### config.mk
export PLATFORM = sky130hd
export DESIGN_NAME = instr_fetch_unit
export DESIGN_NICKNAME = d
export VERILOG_FILES = /design/src/rtl/instr_fetch_unit.sv
export SDC_FILE = /design/constraint.sdc
export NUM_CORES = 1
export LEC_CHECK = 0
export CAP_MARGIN = 10
export CORE_ASPECT_RATIO = 0.5
export CORE_MARGIN = 2
export CORE_UTILIZATION = 44
export CTS_BUF_LIST = sky130_fd_sc_hd__clkbuf_4 sky130_fd_sc_hd__clkbuf_8
export DETAILED_ROUTE_END_ITERATION = 6
export GPL_ROUTABILITY_DRIVEN = 1
export PLACE_DENSITY = 0.83
export SYNTH_ARGS = -nofsm -noshare
export SYNTH_HDL_FRONTEND = slang
export SYNTH_SLANG_ARGS = --single-unit
### constraint.sdc
create_clock -name clk -period 2.7 [get_ports clk]
set_clock_uncertainty 0.1 [all_clocks]
set_input_delay 0.675 -clock clk [delete_from_list [all_inputs] [get_ports clk]]
set_output_delay 0.675 -clock clk [all_outputs]
set_load 0.01 [all_outputs]
### src/rtl/instr_fetch_unit.sv
// Fetch stage: holds the PC, reads instruction words over a single-cycle
// ready handshake, and presents the captured instruction register to decode.
// Supports branch/jump redirects and stops fetching after a HALT opcode.
module instr_fetch_unit #(
  parameter logic [31:0] RESET_PC = 32'h0000_0000,
  parameter logic [5:0]  HALT_OP  = 6'b111111
) (
  input  logic        clk,
  input  logic        rst,
  output logic        imem_req,
  output logic [31:0] imem_addr,
  input  logic [31:0] imem_rdata,
  input  logic        imem_ready,
  input  logic        redirect_valid,
  input  logic [31:0] redirect_pc,
  input  logic        out_ready,
  output logic        instr_valid,
  output logic [31:0] instr_out,
  output logic [31:0] pc_out,
  output logic [5:0]  op_code,
  output logic [5:0]  func_code,
  output logic [15:0] imm16,
  output logic        halted
);

  typedef enum logic [1:0] {
    IDLE   = 2'd0,
    REQ    = 2'd1,
    HOLD   = 2'd2,
    HALTED = 2'd3
  } state_t;

  state_t      state_q, state_d;
  logic [31:0] pc_q, pc_d;
  logic [31:0] ir_q, ir_d;
  logic [31:0] pc_out_q, pc_out_d;
  logic        vld_q, vld_d;
  logic        halted_q, halted_d;
  logic [31:0] redirect_aligned;

  // Redirect targets are always word aligned; the low two bits are dropped.
  assign redirect_aligned = redirect_pc & ~32'h0000_0003;

  // State and datapath registers; reset returns everything to the power-on view.
  always_ff @(posedge clk) begin
    if (rst) begin
      state_q  <= IDLE;
      pc_q     <= RESET_PC;
      ir_q     <= 32'h0;
      pc_out_q <= 32'h0;
      vld_q    <= 1'b0;
      halted_q <= 1'b0;
    end else begin
      state_q  <= state_d;
      pc_q     <= pc_d;
      ir_q     <= ir_d;
      pc_out_q <= pc_out_d;
      vld_q    <= vld_d;
      halted_q <= halted_d;
    end
  end

  // Next-state logic: a redirect beats both the memory and decode handshakes.
  always_comb begin
    state_d  = state_q;
    pc_d     = pc_q;
    ir_d     = ir_q;
    pc_out_d = pc_out_q;
    vld_d    = vld_q;
    halted_d = halted_q;
    case (state_q)
      IDLE: begin
        if (redirect_valid) pc_d = redirect_aligned;
        state_d = REQ;
      end
      REQ: begin
        if (redirect_valid) begin
          // Any word returned this cycle belongs to the abandoned path.
          pc_d     = redirect_aligned;
          vld_d    = 1'b0;
          halted_d = 1'b0;
          state_d  = REQ;
        end else if (imem_ready) begin
          ir_d     = imem_rdata;
          pc_out_d = pc_q;
          pc_d     = pc_q + 32'd4;
          vld_d    = 1'b1;
          state_d  = HOLD;
        end
      end
      HOLD: begin
        if (redirect_valid) begin
          pc_d     = redirect_aligned;
          vld_d    = 1'b0;
          halted_d = 1'b0;
          state_d  = REQ;
        end else if (out_ready) begin
          vld_d = 1'b0;
          if (ir_q[31:26] == HALT_OP) begin
            halted_d = 1'b1;
            state_d  = HALTED;
          end else begin
            state_d = REQ;
          end
        end
      end
      HALTED: begin
        if (redirect_valid) begin
          pc_d     = redirect_aligned;
          vld_d    = 1'b0;
          halted_d = 1'b0;
          state_d  = REQ;
        end
      end
      default: state_d = IDLE;
    endcase
  end

  // Memory request is only qualified in REQ; the address always follows the PC.
  assign imem_req    = (state_q == REQ);
  assign imem_addr   = pc_q;
  assign instr_valid = vld_q;
  assign instr_out   = ir_q;
  assign pc_out      = pc_out_q;
  assign halted      = halted_q;

  // Decode-facing fields are plain slices of the instruction register.
  assign op_code   = ir_q[31:26];
  assign func_code = ir_q[5:0];
  assign imm16     = ir_q[15:0];

endmodule

==> metrics.md <==
| Metric | Value |
|---|---|
| Vias | 4459 |
| CP Buf/Inv Count | 2 |
| Final setup TNS | 0 ns |
| Setup crit end kind | output port |
| Delay-heaviest family, CP | buffers and inverters |
| Port Buffers | 189 |
| Setup slack after placement | 0.0647 ns |
| Seq/Total Area, Yosys | 42.4% |
| DR pass1 iterations | 5 |
| First-pass GRT wire length | 20600 um |
| Cell Chain, Critical Path | inv_1 -> ha_1 -> clkdlybuf4s50_1 |
| HPWL after DPL | 9480 um |
| Worst-Skew Late Latency | 0.37 ns |
| Largest net degree at the start of global routing | 63 |
| Die area | 0.0112 mm2 |
| Chip height | 75.8 um |
| Asr flop ratio synth | 0% |
| Primary FF master, synth | dfxtp_1 |
| # H-tree levels | 3 |
| Via/cell ratio | 5.13 |
| Commonest non-fill, non-tap cell in the layout | clkdlybuf4s50_1 |
| Max-Cap Viols | 0 |
| CP max stage cell | clkdlybuf4s50_1 |
| CTS Buf Count | 9 |
| Yosys Warn Count | 0 |
| Cells after synthesis | 572 |
| DR iter-0 viols | 374 |
| # diodes | 0 |
| Initial Utilization | 44.8% |
| Row Count | 26 |
| Clk slew on worst S/H paths | 0.09 ns |
| Top fanout value on the critical path | 7 |
| Final hold vios | 0 |
| Final Critical Period | 2.55 ns |
| Final period util | 94.4% |
| Syn Area/Cell | 7.92 um2 |
| Layout area overhead | 45.0% |
| Count of final max-slew check failures | 0 |
| Clock buffer depth | 2 |
| Core box area | 0.0101 mm2 |
| Final #Nets | 799 |
| Tot Pwr | 3.20 mW |
| Commonest non-fill, non-tap cells in the layout | clkdlybuf4s50_1, nand2_1, dfxtp_1 |
| Gr usage total | 22.8% |
| Power Dens Cells | 487 mW/mm2 |
| Number of hold buffers added after CTS | 0 |
| Routability cong. | 0.923 |
| Post-route insts no fill | 869 |
| CP arrival | 1.77 ns |
| IO Pins | 196 |
| Synth unique cells | 51 |
| Post-synth EDFFs | 0 |
| Startpoint Class | flip-flop |
| Post-CTS setup buffer count | 0 |
| Classification of the worst setup path | flip-flop to output port |
| Final setup viols | 0 |
| CTS Root Cell | clkbuf_8 |
| Post-Route WL | 12900 um |
| ANT nets after route | 0 |
| Critical Path RT | 1.92 ns |
| Drt wl/cell | 14.8 um |
| # clock sinks | 96 |
| Post_cts resized | 0 |
| CTS tree | built |
| Fillers | 849 |
| Worst hold path class | flip-flop to flip-flop |
| Status | finished clean |
| Leak | 2.21 nW |
| RSZ-0062 raised after global routing | false |
| Final worst slack | 0.151 ns |
| Initial antenna violation count | 0 |
| Layout cell share with drive strength beyond 1 | 7.96% |
| Die span in x | 148 um |
| Overflow after GRT | 0 |
| Post-Syn Area | 0.00453 mm2 |
| Yosys reg bits | 96 |
| Slowest stage delay, CP | 0.60 ns |
| Worst IR Drop VDD | 0.263 mV |
| Placed cell count | 853 |
| DRC | 0 |
| Max frequency | 0.392 GHz |
| Vias in the first global route | 4163 |
-- worst register-to-register path, cell delays in order, from the launching register on --
cell,delay [ns]
dfxtp_1,0.42
inv_1,0.11
ha_1,0.29
nand2b_1,0.28
buf_4,0.19
nand3_2,0.08
buf_4,0.19
nor4_2,0.24
xnor2_1,0.11
a211oi_1,0.23
-- area by class of cell --
type,count,area [um2],area share (%)
tap,140,175,2.66
multi-input combinational,401,2180,33.2
clock buffer,10,138,2.09
timing repair buffer,209,2050,31.2
sequential,96,1920,29.2
clock inverter,6,82.6,1.26
inverter,7,26.3,0.400
-- layer usage --
metal | GRT usage (%) | vias up | part of all wire [%]
met5 | 0 | - | 0
met4 | 7.16 | 0 | 1.6
met3 | 4.43 | 23 | 5.6
met2 | 40.2 | 147 | 49
met1 | 29.1 | 2060 | 44
li1 | - | 2229 | -
-- synth_stat cells (6+ instances only) --
cell | count | area (um2)
nand4_1 | 10 | 62.6
o21ai_0 | 13 | 65.1
nor4_2 | 6 | 75.1
clkbuf_1 | 28 | 105
nand2_1 | 151 | 567
ha_1 | 6 | 75.1
a211oi_1 | 14 | 105
a21oi_1 | 78 | 390
nor3_1 | 12 | 60.1
xnor2_1 | 14 | 123
dfxtp_1 | 96 | 1920
and3_1 | 7 | 43.8
nand3_1 | 9 | 45.0
buf_4 | 34 | 255
inv_1 | 7 | 26.3
nor2_1 | 24 | 90.1
-- cell families (layout without fill, tap and decap cells) --
kind of cell / Yosys count / count (layout) / share of synthesized area [%]
buffers and inverters: 78 / 232 / 9.88
flip-flops: 96 / 96 / 42.4
AND/OR/NAND/NOR: 248 / 248 / 26.0
multiplexers: 2 / 2 / 0.442
AO/OA/AOI/OAI: 125 / 125 / 16.4
other: 1 / 4 / 0.0827
XOR/XNOR: 16 / 16 / 3.09
adder cells (fa/ha/maj): 6 / 6 / 1.66
-- registers in the layout (all words and copies together) (netlist names) --
register     flops
instr_out       32
imem_addr       30
pc_out          30
state_q          2
halted           1
instr_valid      1
-- final timing paths --
kind	start	to	slack [ns]	cells after the start
worst max register to register	state_q[1]	imem_addr[19]	0.36	9
worst min-delay path	pc_out[6]	pc_out[6]	0.36	2
worst min register to register	pc_out[6]	pc_out[6]	0.36	2
worst max-delay path	state_q[1]	imem_req	0.15	3
-- power breakdown --
part	internal [mW]	leakage [nW]	total (mW)	switching (mW)
Sequential	1.48	0.784	1.57	0.0846
Combinational	0.318	1.31	0.584	0.266
Clock	0.542	0.112	1.05	0.506
Total	2.34	2.21	3.20	0.856
-- per-stage QoR --
step	utilization, %	instance area (um2)	hold WS [ns]
after floorplan	-	4540	0.372
after global placement	62.8	6350	0.341
after detailed placement	62.8	6350	0.346
after CTS	65.0	6570	0.358
after global routing	65.0	6570	0.379
final	65.0	6570	0.358
No activity file was read; power rests on OpenSTA's default activity.
